<file path="config.mk">
export PLATFORM = sky130hd
export DESIGN_NAME = reg_dep_scoreboard
export DESIGN_NICKNAME = d
export VERILOG_FILES = /design/src/rtl/reg_dep_scoreboard.sv
export SDC_FILE = /design/constraint.sdc
export NUM_CORES = 1
export LEC_CHECK = 0
export CAP_MARGIN = 20
export CORE_MARGIN = 3
export CORE_UTILIZATION = 40
export DETAILED_ROUTE_END_ITERATION = 7
export HOLD_SLACK_MARGIN = 0.1
export PLACE_DENSITY = 0.74
export SETUP_SLACK_MARGIN = 0.05
export SYNTH_ARGS = -nofsm -noshare
export SYNTH_HDL_FRONTEND = slang
export SYNTH_SLANG_ARGS = --single-unit
</file>
<file path="constraint.sdc">
create_clock -name clk -period 1.2 [get_ports clk]
set_input_delay 0.24 -clock clk [delete_from_list [all_inputs] [get_ports clk]]
set_output_delay 0.24 -clock clk [all_outputs]
set_load 0.02 [all_outputs]
</file>
<file path="src/rtl/reg_dep_scoreboard.sv">
// reg_dep_scoreboard: tracks in-flight destination registers and flags RAW hazards for the ID stage
module reg_dep_scoreboard #(
  parameter int REG_W     = 4,
  parameter int DEPTH     = 3,
  parameter int WB_BYPASS = 1,
  parameter int ZERO_REG  = 1
) (
  input  logic                         clk,
  input  logic                         rst,
  input  logic                         id_valid,
  input  logic [REG_W-1:0]             id_src1,
  input  logic                         id_src1_used,
  input  logic [REG_W-1:0]             id_src2,
  input  logic                         id_src2_used,
  input  logic [REG_W-1:0]             id_dst,
  input  logic                         id_wr,
  input  logic                         stall,
  input  logic                         flush,
  output logic                         dataDep,
  output logic [$clog2(DEPTH+1)-1:0]   pend_cnt
);
  localparam int CW   = $clog2(DEPTH + 1);
  localparam int NCMP = DEPTH - WB_BYPASS;
  logic [DEPTH-1:0] v;
  logic [REG_W-1:0] dst [DEPTH];
  logic             load, hit1, hit2, use1, use2;
  logic [CW-1:0]    cnt;
  assign load = id_valid && id_wr && !stall && !flush && !(ZERO_REG != 0 && id_dst == '0);
  always_ff @(posedge clk)
    if (rst) begin
      v <= '0;
      for (int i = 0; i < DEPTH; i++) dst[i] <= '0;
    end else begin
      v[0]   <= load;
      dst[0] <= id_dst;
      for (int i = 1; i < DEPTH; i++) begin
        v[i]   <= v[i-1];
        dst[i] <= dst[i-1];
      end
    end
  // only registered state and decode fields feed the hit logic, keeping it off the stall loop
  always_comb begin
    hit1 = 1'b0;
    hit2 = 1'b0;
    cnt  = '0;
    for (int i = 0; i < NCMP; i++) begin
      hit1 = hit1 | (v[i] && dst[i] == id_src1);
      hit2 = hit2 | (v[i] && dst[i] == id_src2);
    end
    for (int i = 0; i < DEPTH; i++) cnt = cnt + CW'(v[i]);
  end
  assign use1     = id_src1_used && !(ZERO_REG != 0 && id_src1 == '0);
  assign use2     = id_src2_used && !(ZERO_REG != 0 && id_src2 == '0);
  assign dataDep  = id_valid && ((use1 && hit1) || (use2 && hit2));
  assign pend_cnt = cnt;
endmodule

</file>
Yosys cells after proc, flatten, opt, wreduce, memory -nomap -nowiden:

Memory sizes are Yosys's and may differ from the RTL's.
Cells that the tools add are included.

* register bits after elaboration: 3
* bits in latches: 0
* memory bits (writable): 12
* ROM bits: 0
* input bits: 20
* output and inout port bits: 3
* word-level logic and storage cells: 41
* memories: 1

Memory list
* dst: depth 3, width 4, rd ports 2, clocked after Yosys merged registers in 0, wr ports 3, RTL line 25 `logic [REG_W-1:0] dst [DEPTH];`

* add/sub/neg operators: 2
* multipliers: 0
* div/mod/pow operators: 0
* $lt $le $gt $ge: 0
* equal/unequal tests: 4
* shift operators: 0
* muxes and demuxes: 6
* bitwise gates (word level): 5
* reduce and logical (&&, ||, !) cells: 22

Operators with widths (count)
* $eq A4 B4 Y1: 4
* $logic_and A1 B1 Y1: 13
* $logic_not A4 Y1: 3
* $mux W4: 3
* $logic_not A1 Y1: 5
* $or A1 B1 Y1: 5
* $mux W1: 3
* $add A1 B1 Y2: 1
* $add A2 B1 Y2: 1
* $logic_or A1 B1 Y1: 1

Depth between registers and ports, before layout:

* depth in word-level cells: 6
* depth in mapped cells: 4

Worst setup path after synthesis:

Ideal clock, no wire load.

* path type: flip-flop to output port
* start: mem dst[1][1] (netlist: dst[0][5])
* end: out dataDep
* data arrival time: 1.109 ns
* required time: 0.960 ns
* path slack: -0.149 ns
* cell stages (with the launch flop): 5
* path through: dfxtp_1 xor2_1 nor3_1 a32oi_1 o22ai_1

RTL lines
* from (decl): RTL line 25
* to (decl): RTL line 19 `output logic dataDep,`

==> summary.md <==
| Metric | Value |
|---|---|
| Ranking of synthesized cells by area | dfxtp_1 (40%), xor2_1 (19%), nor2b_1 (11%) |
| Initial drt markers | 4 |
| Fill cells | 103 |
| Worst skew pair latency | 0.25 ns |
| Cell taking the most area after synthesis | dfxtp_1 |
| Crit. End Element | primary output |
| H-tree depth | 1 |
| Most common library cells after synthesis | xor2_1 (12), dfxtp_1 (11), nor2b_1 (10) |
| Leakage | about 0.36 nW |
| Layout Cells excl Fill | 99 |
| Worst EP arrival | 1.37 ns |
| First-pass GRT wire length | roughly 1.8 mm |
| Final min period | 1.61 ns |
| FF-to-FF Start | v[1] |
| Compound-Gate Fraction of Synth Area | 4.34% |
| Final Slew Violations | 0 |
| FF-to-FF setup slack | roughly 0.50 ns |
| Largest stage delay on the critical path | 0.33 ns |
| Pre-CTS worst setup slack | -1.07 ns |
| Worst r2r path cells | 2 |
| Worst slew margin | 81.9% |
| CTS buffer count | 3 |
| Comb pwr share | a little under a fifth |
| Sw power | 0.172 mW |
| Sequential area share after synthesis | 40.2% |
| Gate Count Post-Synth | 56 |
| EDFF count, synth | 0 |
| Area growth syn-to-layout | 58.4% |
| Hold WS | 0.505 ns |
| Largest family of logic cells by synthesized area | simple AND/OR/NAND/NOR gates |
| Final WS setup | -0.414 ns |
| Post-Synth Simple-Gate Area | 25.6% |
| GPL Wtd Cong | 0.838 |
| Die Ht | 43.0 microns |
| Count of TritonRoute iterations in the first routing pass | 4 |
| Critical Path RT | 0.96 ns |
| Cell Int Power | 0.597 mW |
| Failing checks | negative setup slack |
| Port Buf Inserts | 22 |
| Final #Nets | 107 |
| Wirelength per Cell | 11.2 microns |
| Post-synth ARST share | 0% |
| Ant diodes | 0 |
| CP cell instances | xor2_1 > nor3_1 > a32oi_2 > o22ai_2 > buf_6 |
| Fmax achieved | 620 MHz |
| Post-Route WL | ~1.1 mm |
| PwrDens | 886 mW/mm^2 |
| Final Core Density | 73.2% |
| Die Width | 43.0 microns |
| GRT Util Overall | 12.6% |
| Initial Util | a little under half |
| Final Cycle Share | 134% |
| Inst Count DP | 95 |
| Root buffer cell | clkbuf_4 |
| Final setup violation count | 3 |
| Slew @ Worst Pin | 0.269 ns |
| Cell Area, Synth | roughly 550 sq um |
| Share of the synthesized area in the top cell type | about 40% |
| Clk buf depth | 2 |
| Setup TNS | -0.904 ns |
| Flops & latches, synth | 11 |
| CP Launch Type | flip-flop |
| Vias in the first global route | 424 |
| Crit path kind | flip-flop to primary output |
| Adder-Cell Fraction of Synth Area | 3.65% |
| Post-CTS Setup Bufs | 0 |
| Clock Skews | 0.000323 ns |
| Vias per cell | between 4 and 5 |
| Storage cell area | about 230 sq um |
| TritonCTS Sinks | 11 |
| Slowest cell on the critical path | dfxtp_1 |
| Top Ports | 23 |
| Row count | 12 |
| CTS tree | done |
| Pin count of the biggest net entering global routing | 8 |
| Post-synthesis area per instance | 9.79 sq um |
| Unique cell type count in the Yosys netlist | 14 |
| Post-CTS Hold Buffers | 0 |
| Status | finished, violations left |
| RSZ-0062 raised after global routing | true |
| DRT antenna net count | 0 |
| Vias | 478 |
| FF-to-FF End | v[2] |
| Switching Fraction | 22.4% |
| CTS clock-pin slew for the worst setup and hold paths | 0.06 ns |
| Clock Power Share | around 30% |
| DP Wirelength | ~960 microns |
| Yosys warning total | 0 |
| Core Region | 0.00119 sq mm |
| Die area | 0.00185 sq mm |
| VDD IR-drop max | roughly 0.87 mV |
| Crit path from | dst[0][1] |
| Final hold violation count | 0 |
| Maxcap violations | 0 |
| Initial antenna violation count | 0 |
| Most used flip-flop cell after synthesis | dfxtp_1 |
| Crit Path Max Fanout | 3 |
| Congestion Overflow GR | 0 |
| Fraction of synthesized area in multiplexers | 0% |
| Xor and xnor area share after synthesis | 25.6% |
| Residual DRC | 0 |
| Count leader, synth | xor2_1 |
| Layout cells sized above 1 | ~22% |
| Sequential power share | 50.9% |
| Area of the multi-input gates | around 350 sq um |
| Setup crit end | dataDep |
| Net Count, Synth | 77 |
| Hold crit path type | flip-flop to flip-flop |
worst min path at each step:
stage	startpoint	to	slack [ns]	cells past startpoint
CTS	dst[0][2]	dst[0][6]	0.51	1
floorplan	rst	v[1]	0.31	1
finish	dst[0][1]	dst[0][5]	0.51	1
global route	dst[0][2]	dst[0][6]	0.52	1
global placement	dst[0][2]	dst[0][6]	0.49	1
detailed placement	dst[0][2]	dst[0][6]	0.50	1
sequential cells by signal, summed over array words and instances, names as in the netlist:
signal  flops
dst         8
v           3
worst max-delay path, delay by kind of cell (launching register included):
kind                   cells  cell delay, ns
XOR/XNOR                   1            0.16
AO/OA/AOI/OAI              2            0.25
flip-flops                 1            0.33
buffers and inverters      1            0.14
AND/OR/NAND/NOR            1            0.23
per-stage QoR:
stage	instance area (sq um)	total power, mW
2_1_floorplan	559	0.459
3_3_place_gp	823	0.553
3_5_place_dp	823	0.553
4_1_cts	845	0.776
5_1_grt	868	0.812
6_report	868	0.770
cell usage in the layout (no fill, tap or decap), types with 3 or more instances in the layout:
cell type / instances
buf_4: 4
dfxtp_2: 3
clkdlybuf4s50_1: 11
xor2_1: 11
nor3_1: 4
buf_6: 3
clkbuf_4: 3
dlygate4sd2_1: 8
nand3_1: 3
xnor2_1: 4
dfxtp_1: 7
nor2b_1: 10
final cells by class:
cell class                      instances  share of cell area, %
Tap cell                               14                   2.02
Clock buffer                            4                   3.03
Timing Repair Buffer                   26                   28.1
Sequential cell                        11                   26.2
Multi-Input combinational cell         44                   40.6
power by group through the flow:
stage          Clock (mW)  Sequential, mW  Combinational (mW)
2_1_floorplan           0           0.398              0.0607
3_3_place_gp            0           0.401               0.151
3_5_place_dp            0           0.401               0.152
4_1_cts             0.240           0.393               0.144
5_1_grt             0.257           0.394               0.161
6_report            0.230           0.392               0.148
repair_timing:
action,in CTS,in global routing
pin swaps,2,1
setup endpoints to repair,3,3
resized for setup,27,5
logic make-up after synthesis:
kind of cell               after synthesis
xor gates and xnor gates                16
buffers and inverters                    1
DFF                                     11
and+or+nand+nor                         24
AOI/OAI and AO/OA                        3
adders and majority gates                1
per-layer routing:
metal	GRT usage, %	up-vias	routed length, microns
met4	3.61	0	6
met5	0	-	0
met2	21.3	18	512
met3	2.54	2	74
li1	-	246	-
met1	16.2	212	516
Power figures use the tool's default switching activity.
